### src/rtl/ps2_rx_fifo_if.sv
// ps2_rx_fifo_if: PS/2 line inputs, pop/clear controls and FIFO/error status for ps2_rx_fifo.
interface ps2_rx_fifo_if #(
    parameter int FIFO_DEPTH = 8
) ();
    localparam int L = $clog2(FIFO_DEPTH + 1);
    logic         ps2_clk;
    logic         ps2_data;
    logic         samplen;
    logic         rden;
    logic         clr_ovf;
    logic [7:0]   q;
    logic         dsr;
    logic [L-1:0] level;
    logic         overflow;
    logic         err_parity;
    logic         err_frame;
    logic         err_timeout;
    modport master (
        output ps2_clk, ps2_data, samplen, rden, clr_ovf,
        input  q, dsr, level, overflow, err_parity, err_frame, err_timeout
    );
    modport slave (
        input  ps2_clk, ps2_data, samplen, rden, clr_ovf,
        output q, dsr, level, overflow, err_parity, err_frame, err_timeout
    );
endinterface

### src/rtl/ps2_rx_fifo.sv
// ps2_rx_fifo: PS/2 device-to-host receiver with glitch filter, frame checks and byte FIFO.
// Optional frame watchdog enabled by defining PS2RX_TIMEOUT_EN.
module ps2_rx_fifo #(
    parameter int         FILT_LEN    = 8,
    parameter int         FIFO_DEPTH  = 8,
    parameter logic [7:0] ERR_CODE    = 8'hFF,
    parameter int         TIMEOUT_CYC = 65535
) (
    input logic          clk,
    input logic          reset,
    ps2_rx_fifo_if.slave bus
);
    localparam int L  = $clog2(FIFO_DEPTH + 1);
    localparam int AW = $clog2(FIFO_DEPTH);

    typedef enum logic [1:0] {IDLE, RECV, CHECK} state_t;

    logic [FILT_LEN-1:0] hist_q, hist_d;
    logic                fclk_q, fclk_d, ce_q;
    state_t              state_q, state_d;
    logic [3:0]          bitcnt_q, bitcnt_d;
    logic [9:0]          sh_q, sh_d;
    logic                push, par_ok, stop_ok, tmo;
    logic [7:0]          wdata;
    logic [7:0]          mem [FIFO_DEPTH];
    logic [AW-1:0]       wp_q, rp_q;
    logic [L-1:0]        cnt_q, cnt_d;
    logic [7:0]          q_q;
    logic                pop, full, wr, ovf_q, ovf_d, errp_q, errf_q;

    // Filtered clock only changes once the whole history agrees
    always_comb begin
        hist_d = bus.samplen ? {hist_q[FILT_LEN-2:0], bus.ps2_clk} : hist_q;
        fclk_d = (&hist_q) ? 1'b1 : (~|hist_q) ? 1'b0 : fclk_q;
    end

    always_comb begin
        state_d  = state_q;
        bitcnt_d = bitcnt_q;
        sh_d     = sh_q;
        push     = 1'b0;
        case (state_q)
            IDLE: begin
                if (ce_q && !bus.ps2_data) begin
                    state_d  = RECV;
                    bitcnt_d = 4'd0;
                end
            end
            RECV: begin
                if (ce_q) begin
                    sh_d     = {bus.ps2_data, sh_q[9:1]};
                    bitcnt_d = bitcnt_q + 4'd1;
                    state_d  = (bitcnt_q == 4'd9) ? CHECK : RECV;
                end else if (tmo) begin
                    state_d = IDLE;
                end
            end
            CHECK: begin
                push    = 1'b1;
                state_d = IDLE;
            end
            default: state_d = IDLE;
        endcase
    end

    always_comb begin
        par_ok  = ^sh_q[8:0];
        stop_ok = sh_q[9];
        wdata   = (par_ok && stop_ok) ? sh_q[7:0] : ERR_CODE;
        pop     = bus.rden && (cnt_q != '0);
        full    = cnt_q == L'(FIFO_DEPTH);
        wr      = push && (!full || pop);
        cnt_d   = cnt_q + L'(wr) - L'(pop);
        ovf_d   = (push && full && !pop) || (ovf_q && !bus.clr_ovf);
    end

`ifdef PS2RX_TIMEOUT_EN
    localparam int TW = $clog2(TIMEOUT_CYC + 1);
    logic [TW-1:0] tcnt_q, tcnt_d;
    logic          errt_q;

    // Watchdog restarts on every accepted clock edge while a frame is open
    always_comb begin
        tcnt_d = (state_q != RECV || ce_q) ? '0 : tcnt_q + TW'(1);
        tmo    = (state_q == RECV) && !ce_q && (tcnt_q == TW'(TIMEOUT_CYC));
    end

    always_ff @(posedge clk) begin
        if (reset) begin
            tcnt_q <= '0;
            errt_q <= 1'b0;
        end else begin
            tcnt_q <= tcnt_d;
            errt_q <= tmo;
        end
    end

    assign bus.err_timeout = errt_q;
`else
    assign tmo             = 1'b0;
    assign bus.err_timeout = 1'b0;
`endif

    always_ff @(posedge clk) begin
        if (reset) begin
            hist_q   <= '1;
            fclk_q   <= 1'b1;
            ce_q     <= 1'b0;
            state_q  <= IDLE;
            bitcnt_q <= 4'd0;
            sh_q     <= '0;
            wp_q     <= '0;
            rp_q     <= '0;
            cnt_q    <= '0;
            q_q      <= '0;
            ovf_q    <= 1'b0;
            errp_q   <= 1'b0;
            errf_q   <= 1'b0;
        end else begin
            hist_q   <= hist_d;
            fclk_q   <= fclk_d;
            ce_q     <= fclk_q && !fclk_d;
            state_q  <= state_d;
            bitcnt_q <= bitcnt_d;
            sh_q     <= sh_d;
            wp_q     <= wr ? wp_q + AW'(1) : wp_q;
            rp_q     <= pop ? rp_q + AW'(1) : rp_q;
            cnt_q    <= cnt_d;
            q_q      <= pop ? mem[rp_q] : q_q;
            ovf_q    <= ovf_d;
            errp_q   <= push && !par_ok;
            errf_q   <= push && !stop_ok;
        end
    end

    // Storage needs no reset: the pointers and count define validity
    always_ff @(posedge clk) begin
        if (!reset && wr) mem[wp_q] <= wdata;
    end

    assign bus.q          = q_q;
    assign bus.dsr        = cnt_q != '0;
    assign bus.level      = cnt_q;
    assign bus.overflow   = ovf_q;
    assign bus.err_parity = errp_q;
    assign bus.err_frame  = errf_q;
endmodule

### src/flat_wrapper.sv
// flat-port wrapper written by rule: the top's interface ports become plain ports
module ps2_rx_fifo_flat 
#(
    parameter int         FILT_LEN    = 8,
    parameter int         FIFO_DEPTH  = 8,
    parameter logic [7:0] ERR_CODE    = 8'hFF,
    parameter int         TIMEOUT_CYC = 65535
)
  (clk, reset, bus_ps2_clk, bus_ps2_data, bus_samplen, bus_rden, bus_clr_ovf, bus_q, bus_dsr, bus_level, bus_overflow, bus_err_parity, bus_err_frame, bus_err_timeout);
  ps2_rx_fifo_if #(.FIFO_DEPTH(FIFO_DEPTH)) bus_i ();
  input logic clk;
  input logic reset;
  input wire logic [$bits(bus_i.ps2_clk)-1:0] bus_ps2_clk;
  input wire logic [$bits(bus_i.ps2_data)-1:0] bus_ps2_data;
  input wire logic [$bits(bus_i.samplen)-1:0] bus_samplen;
  input wire logic [$bits(bus_i.rden)-1:0] bus_rden;
  input wire logic [$bits(bus_i.clr_ovf)-1:0] bus_clr_ovf;
  output wire logic [$bits(bus_i.q)-1:0] bus_q;
  output wire logic [$bits(bus_i.dsr)-1:0] bus_dsr;
  output wire logic [$bits(bus_i.level)-1:0] bus_level;
  output wire logic [$bits(bus_i.overflow)-1:0] bus_overflow;
  output wire logic [$bits(bus_i.err_parity)-1:0] bus_err_parity;
  output wire logic [$bits(bus_i.err_frame)-1:0] bus_err_frame;
  output wire logic [$bits(bus_i.err_timeout)-1:0] bus_err_timeout;
  assign bus_i.ps2_clk = bus_ps2_clk;
  assign bus_i.ps2_data = bus_ps2_data;
  assign bus_i.samplen = bus_samplen;
  assign bus_i.rden = bus_rden;
  assign bus_i.clr_ovf = bus_clr_ovf;
  assign bus_q = bus_i.q;
  assign bus_dsr = bus_i.dsr;
  assign bus_level = bus_i.level;
  assign bus_overflow = bus_i.overflow;
  assign bus_err_parity = bus_i.err_parity;
  assign bus_err_frame = bus_i.err_frame;
  assign bus_err_timeout = bus_i.err_timeout;
  ps2_rx_fifo #(.FILT_LEN(FILT_LEN), .FIFO_DEPTH(FIFO_DEPTH), .ERR_CODE(ERR_CODE), .TIMEOUT_CYC(TIMEOUT_CYC)) u_core (.clk(clk), .reset(reset), .bus(bus_i));
endmodule
### config.mk
export PLATFORM = sky130hd
export DESIGN_NAME = ps2_rx_fifo_flat
export DESIGN_NICKNAME = d
export VERILOG_FILES = /design/src/rtl/ps2_rx_fifo_if.sv /design/src/rtl/ps2_rx_fifo.sv /design/src/flat_wrapper.sv
export SDC_FILE = /design/constraint.sdc
export NUM_CORES = 1
export LEC_CHECK = 0
export CAP_MARGIN = 10
export CORE_MARGIN = 1
export CORE_UTILIZATION = 64
export DETAILED_ROUTE_END_ITERATION = 7
export PLACE_DENSITY = 0.84
export SLEW_MARGIN = 20
export SYNTH_ARGS = -nofsm -noshare
export SYNTH_HDL_FRONTEND = slang
export SYNTH_SLANG_ARGS = --single-unit
### constraint.sdc
create_clock -name clk -period 4.55 [get_ports clk]
set_input_delay 0.455 -clock clk [delete_from_list [all_inputs] [get_ports clk]]
set_output_delay 0.455 -clock clk [all_outputs]
set_load 0.05 [all_outputs]
==> results of run 1 <==
metrics by stage:
step / worst slack (ns) / area (um2) / instances / hold slack [ns] / utilization, %
after CTS: 1.63 / 5050 / 448 / 0.491 / 73.5
after global placement: 1.59 / 4840 / 432 / 0.453 / 70.5
final: 1.66 / 5050 / 448 / 0.488 / 73.6
after detailed placement: 1.54 / 4850 / 432 / 0.475 / 70.6
after global routing: 1.41 / 5050 / 448 / 0.519 / 73.6
after floorplan: 1.66 / 4610 / 331 / 0.433 / -
flip-flops by register name, summed over array words and instances (netlist names), 2 cells and up:
signal	count
u_core.bus.level	4
u_core.bus.q	8
u_core.mem	64
u_core.bitcnt_q	4
u_core.hist_q	8
u_core.sh_q	10
u_core.state_q	2
u_core.wp_q	3
u_core.rp_q	3
power by group through the flow:
stage	combinational, uW	clock [uW]	sequential [uW]
finish	621	573	1190
global route	672	619	1200
CTS	626	583	1190
detailed placement	621	0	1210
global placement	603	0	1210
floorplan	397	0	1300
worst min-delay path, cell delays in order, from the launching register on:
cell and delay, ns:
dfxtp_1 0.34, nand2_1 0.06, a21oi_1 0.05
cells by family (layout without fill, tap and decap cells):
logic type      count (synthesis)  count (layout)  share of synthesized area [%]
other cells                     1               1                         0.0814
mux                            26              26                           9.99
xor+xnor                       12              12                           3.34
simple gates                   99              99                           10.9
fa+ha+maj                      11              11                           3.15
compound gates                 42              42                           7.28
flops                         111             111                           62.1
buf+inv                        29              50                           3.15
worst max-delay path by stage:
stage / start / to / slack, ns / cells after the start
after floorplan: u_core.bus.level[2]$_SDFF_PP0_ / u_core.bus.level[2]$_SDFF_PP0_ / 1.66 / 13
after global placement: bus_rden / u_core.bus.level[3]$_SDFF_PP0_ / 1.59 / 9
after detailed placement: bus_rden / u_core.bus.level[3]$_SDFF_PP0_ / 1.54 / 9
after CTS: u_core.bus.level[2]$_SDFF_PP0_ / u_core.bus.level[3]$_SDFF_PP0_ / 1.63 / 11
after global routing: u_core.bus.level[2]$_SDFF_PP0_ / u_core.bus.level[3]$_SDFF_PP0_ / 1.41 / 11
final: u_core.bus.level[2]$_SDFF_PP0_ / u_core.bus.level[2]$_SDFF_PP0_ / 1.66 / 11
final cells by class:
type | instances | area (um2) | share of cell area, %
inverters | 12 | 45.0 | 0.892
repair buffers | 22 | 215 | 4.26
flip-flops and latches | 111 | 2860 | 56.7
clock inverters | 5 | 36.3 | 0.718
multi-input cells | 191 | 1610 | 31.8
well taps | 96 | 120 | 2.38
clock buffers | 11 | 163 | 3.22
cell usage after synthesis, drive strengths merged:
| cell type | instances |
|---|---|
| edfxtp | 64 |
| dfxtp | 47 |
| nor2 | 31 |
| nand2 | 23 |
| a21oi | 17 |
| mux4 | 16 |
| inv | 12 |
| nand3b | 11 |
| nor2b | 11 |
| ha | 10 |
| mux2i | 10 |
| buf | 9 |
| a211o | 8 |
| a211oi | 8 |
| clkbuf | 8 |
| xnor2 | 8 |
| nand3 | 6 |
| nand2b | 4 |
| and3 | 3 |
| nor3 | 3 |
| xor2 | 3 |
| a311oi | 2 |
| or3b | 2 |
| a2111oi | 1 |
| a21bo | 1 |
| a21o | 1 |
| a41oi | 1 |
| and2 | 1 |
| and4 | 1 |
| conb | 1 |
| fa | 1 |
| nor3b | 1 |
| nor4 | 1 |
| nor4b | 1 |
| o21ai | 1 |
| o21bai | 1 |
| o32ai | 1 |
| xnor3 | 1 |
routing by layer:
layer | vias to the layer above | GRT usage [%] | share of wire [%]
li1 | 1240 | - | -
met1 | 1261 | 29.3 | 45
met2 | 49 | 39.2 | 51
met3 | 11 | 4.00 | 3.1
met4 | 0 | 6.52 | 1.1
met5 | - | 0 | 0
==> run_results.csv, run 1 <==
group,metric,value,unit
critical_path,reg2reg_setup_slack,1.66,ns
place,routabilityCongestion,0.783,
pwr,switchingPower,762,uW
place,dp_hpwl,5320,um
layout,layout.nets,365,
timing,tightest_slew,0.882,ns
route,vias_per_cell,5.72,
cts,root_buffer,"clkbuf_8",
critical_path,r2r_start,"u_core.bus.level[2]$_SDFF_PP0_",
route,drtAntennaViolNets,0,
logic_synthesis,syn_area,0.00461,mm2
logic_synthesis,synth_cells,331,
logic_synthesis,seq_area_frac_synth,62.1,%
global_route,overflow,0,
critical_path,worst-r2r-cell-count,11,
floorplan,num_rows,30,
pwr,finalPower,2380,uW
cts,cts_hold_buf,0,
timing,rsz0062_at_grt,"false",
timing,setup_tns,0,ns
route,vias,2561,
timing,slew_violations,0,
pwr,p_per_area,471,mW/mm2
hold_path,hold_path_depth,2,
logic_synthesis,synth_area_leaders,"edfxtp_1 (42%), dfxtp_1 (20%), mux4_2 (7.8%)",
timing,setup_violations,0,
layout,layout-drive-gt1-share,14.8,%
pwr,p_sw_share,32.0,%
timing,finalCritPeriodShare,63.5,%
critical_path,slowest_delay,0.69,ns
logic_synthesis,yosysWarnings,0,
critical_path,cp_data_required_time,4.78,ns
critical_path,worstPathArrival,3.11,ns
job,maxCapViolCount,0,
layout,layout_commonest_cell,"edfxtp_1",
layout,n_fill_cell,433,
critical_path,reg2reg_to,"u_core.bus.level[2]$_SDFF_PP0_",
global_route,antenna_found_initial,0,
pwr,intPower,1620,uW
logic_synthesis,synth_top_area_share,41.7,%
critical_path,cp_slowest_cell,"and2_1",
timing,final-hold-violation-count,0,
cts,cts_setup_buffers,0,
place,io_buffers,22,
hold_path,holdCritStartpoint,"u_core.sh_q[8]$_SDFFE_PP0P_",
logic_synthesis,syn_nets,349,
global_route,grt_pass1_wl,12600,um
route,dr.pass1.iters,4,
critical_path,end_kind,"flip-flop",
pwr,pwr-share-seq,49.9,%
logic_synthesis,synth_cell_types,46,
critical_path,worstSetupPathType,"reg2reg",
hold_path,hold_path_class,"reg2reg",
critical_path,crit_chain,"inv_1 -> ha_1 -> or3b_4 -> and2_1 -> ha_1 -> inv_1 -> ha_1 -> inv_1 -> fa_1 -> xor2_1 -> nor2_1",
logic_synthesis,ys_ff_latch,111,
cts,post_cts_resized,0,
cts,clk_path_buf_depth,2,
layout,layout_common_cells,"edfxtp_1 (64), dfxtp_1 (46), nor2_1 (31)",
layout,area_growth,9.67,%
floorplan,die_w,86.8,um
floorplan,core,0.00687,mm2
global_route,grt_pass1_vias,2555,
cts,cts_inserted_buffers,9,
route,postRouteWirelength,7630,um
global_route,grtUsageTotal,22.6,%
route,drt-initial-drc-count,202,
run_status,status,"finished, final reports clean",
cts,clk_pin_slew,0.10,ns
timing,fmax,346,MHz
floorplan,die_h,86.8,um
hold_path,holdPathEnd,"u_core.sh_q[7]$_SDFFE_PP0P_",
floorplan,start_util,67.1,%
cts,htreeDepth,3,
layout,antenna_cells,0,
route,drc,0,
pwr,comb_power_share,26.1,%
cts,cts_tree,"yes",
route,wire_per_inst,17.0,um
pwr,p_clk_share,24.1,%
floorplan,pin_count,24,
floorplan,dieArea,0.00754,mm2
timing,relSlewSlack,41.1,%
cts,clk_latency,0.36,ns
logic_synthesis,synth_area_per_cell,13.9,um2
critical_path,crit_buf_inv,3,
critical_path,path_max_fanout,19,
timing,finClkSkew,0.00976,ns
cts,cts.sinks,111,
critical_path,cpLargestDelayFamily,"adder cells",
logic_synthesis,yosysTopAreaCell,"edfxtp_1",
pwr,p_leak,0.00154,uW
global_route,grt_max_degree,47,
timing,min_period,2.89,ns
critical_path,cp-start-kind,"flip-flop",
pwr,ir_worst_vdd,0.000268,V
No activity file was read; power rests on OpenSTA's default activity.
==> run 2, diff against run 1 <==
CORE_UTILIZATION = 53   (was 64)
PLACE_DENSITY = 0.75   (was 0.84)
clock period = 2.6 ns   (was 4.55 ns; I/O delays follow)
==> run_results.csv, run 2 (same netlist as run 1, synthesis figures left out) <==
group,metric,value,unit
run_status,status,"finished, final reports clean",
place,dp_hpwl,5180,um
critical_path,crit_chain,"inv_2 -> ha_4 -> or3b_4 -> and2_4 -> ha_4 -> inv_2 -> ha_4 -> inv_2 -> fa_2 -> nor2_1",
layout,largest_register_ffs,64,
hold_path,hold_path_class,"in2reg",
floorplan,die_w,95.2,um
critical_path,reg2reg_to,"u_core.bus.level[1]$_SDFF_PP0_",
place,dpl_worst_slack,0.305,ns
cts,clk_latency,0.35,ns
route,drt-initial-drc-count,105,
cts,htreeDepth,3,
timing,setup_violations,0,
pwr,ir_worst_vdd,0.000409,V
route,wire_per_inst,16.5,um
place,routabilityCongestion,0.742,
cts,clk_path_buf_depth,2,
cts,cts_hold_buf,0,
layout,layout.nets,377,
floorplan,die_h,95.2,um
layout,layout-drive-gt1-share,19.5,%
critical_path,cp-start-kind,"flip-flop",
pwr,p_leak,0.00158,uW
critical_path,slowest_delay,0.51,ns
floorplan,core,0.00830,mm2
floorplan,start_util,55.5,%
layout,n_fill_cell,624,
critical_path,cpLargestDelayFamily,"adder cells",
critical_path,cp_data_required_time,2.83,ns
cts,cts_tree,"yes",
critical_path,r2r_start,"u_core.bus.level[3]$_SDFF_PP0_",
layout,regArea,0.00287,mm2
layout,layout_commonest_cell,"edfxtp_1",
timing,finalWorstSetupSlack,0.303,ns
cts,cts_inserted_buffers,9,
critical_path,reg2reg_setup_slack,0.30,ns
route,drtAntennaViolNets,0,
timing,final-hold-violation-count,0,
route,vias_per_cell,5.49,
route,postRouteWirelength,7730,um
critical_path,worstSetupPathType,"reg2reg",
critical_path,crit_buf_inv,3,
hold_path,holdCritStartpoint,"reset",
global_route,grt_max_degree,46,
global_route,antenna_found_initial,0,
route,dr.pass1.iters,4,
floorplan,pin_count,24,
layout,top_register,"u_core.mem",
layout,multi_input_area,0.00164,mm2
layout,area_growth,12.2,%
cts,cts_setup_buffers,0,
critical_path,worstPathArrival,2.53,ns
cts,post_cts_resized,0,
layout,layout_common_cells,"edfxtp_1 (64), dfxtp_1 (44), nor2_1 (31)",
global_route,grt_pass1_vias,2423,
cts,cts.sinks,111,
critical_path,worst-r2r-cell-count,10,
cts,root_buffer,"clkbuf_8",
timing,relSlewSlack,54.8,%
critical_path,cp_slowest_cell,"fa_2",
timing,slew_violations,0,
floorplan,dieArea,0.00907,mm2
route,drc,0,
hold_path,holdPathEnd,"u_core.bus.err_parity$_SDFF_PP0_",
layout,reg_top3,"u_core.mem: 64 flops, u_core.sh_q: 10 flops",
timing,fmax,435,MHz
global_route,overflow,0,
timing,setup_tns,0,ns
timing,finClkSkew,0.0124,ns
layout,antenna_cells,0,
critical_path,path_max_fanout,19,
timing,finalCritPeriodShare,88.4,%
route,vias,2574,
timing,rsz0062_at_grt,"false",
global_route,grt_pass1_wl,12400,um
floorplan,num_rows,33,
timing,tightest_slew,0.677,ns
critical_path,end_kind,"flip-flop",
pwr,p_per_area,804,mW/mm2
job,maxCapViolCount,0,
cts,clk_pin_slew,0.10,ns
global_route,grtUsageTotal,18.8,%
hold_path,hold_path_depth,3,
place,io_buffers,22,
timing,min_period,2.30,ns
run 2: cell types whose count changed in the layout (fill, tap and decap cells not counted), sizes merged:
| cell | delta |
|---|---|
| clkbuf | -1 |
| buf | +11 |
| clkinvlp | +1 |
| inv | +1 |
run 2: report_power, final:
| part | internal (uW) | switching [uW] | total [uW] |
|---|---|---|---|
| combinational | 509 | 680 | 1190 |
| clock | 352 | 568 | 919 |
| sequential | 1940 | 107 | 2040 |
run 2: how the worst max path moves through the flow:
stage / startpoint / endpoint / cells after the start
after floorplan: u_core.bus.level[3]$_SDFF_PP0_ / u_core.bus.level[1]$_SDFF_PP0_ / 12
after global routing: u_core.bus.level[3]$_SDFF_PP0_ / u_core.bus.level[3]$_SDFF_PP0_ / 11
final: u_core.bus.level[3]$_SDFF_PP0_ / u_core.bus.level[1]$_SDFF_PP0_ / 10
after global placement: bus_rden / u_core.bus.level[3]$_SDFF_PP0_ / 9
after CTS: u_core.bus.level[3]$_SDFF_PP0_ / u_core.bus.level[1]$_SDFF_PP0_ / 10
after detailed placement: u_core.bus.level[3]$_SDFF_PP0_ / u_core.bus.level[1]$_SDFF_PP0_ / 10
run 2: area by class of cell:
type | count | area share [%]
Tap cell | 105 | 2.54
Clock inverter | 7 | 0.896
Sequential cell | 111 | 55.6
Timing Repair Buffer | 34 | 5.91
Inverter | 12 | 0.920
Multi-Input combinational cell | 191 | 31.8
Clock buffer | 9 | 2.40
run 2: tightest hold or removal path: cells and delay by family:
family        cells  cell delay, ns
simple gates      2            0.30
buf+inv           1            0.09
run 2: per-layer routing:
metal,part of all wire [%],routed length (um),GRT usage (%),up-vias
li1,-,-,-,1263
met1,47,3670,26.0,1261
met2,48,3750,30.0,46
met3,3.3,258,4.15,4
met4,0.69,53,4.92,0
met5,0,0,0,-
run 2: stage by stage:
step	util (%)	hold WS, ns	instance area (um2)	std cells	power [uW]
after floorplan	-	0.364	4660	331	3040
after global placement	60.2	0.458	5000	453	3260
after detailed placement	60.2	0.469	5000	453	3290
after CTS	62.3	0.341	5170	469	4190
after global routing	62.3	0.342	5170	469	4370
final	62.3	0.334	5170	469	4150
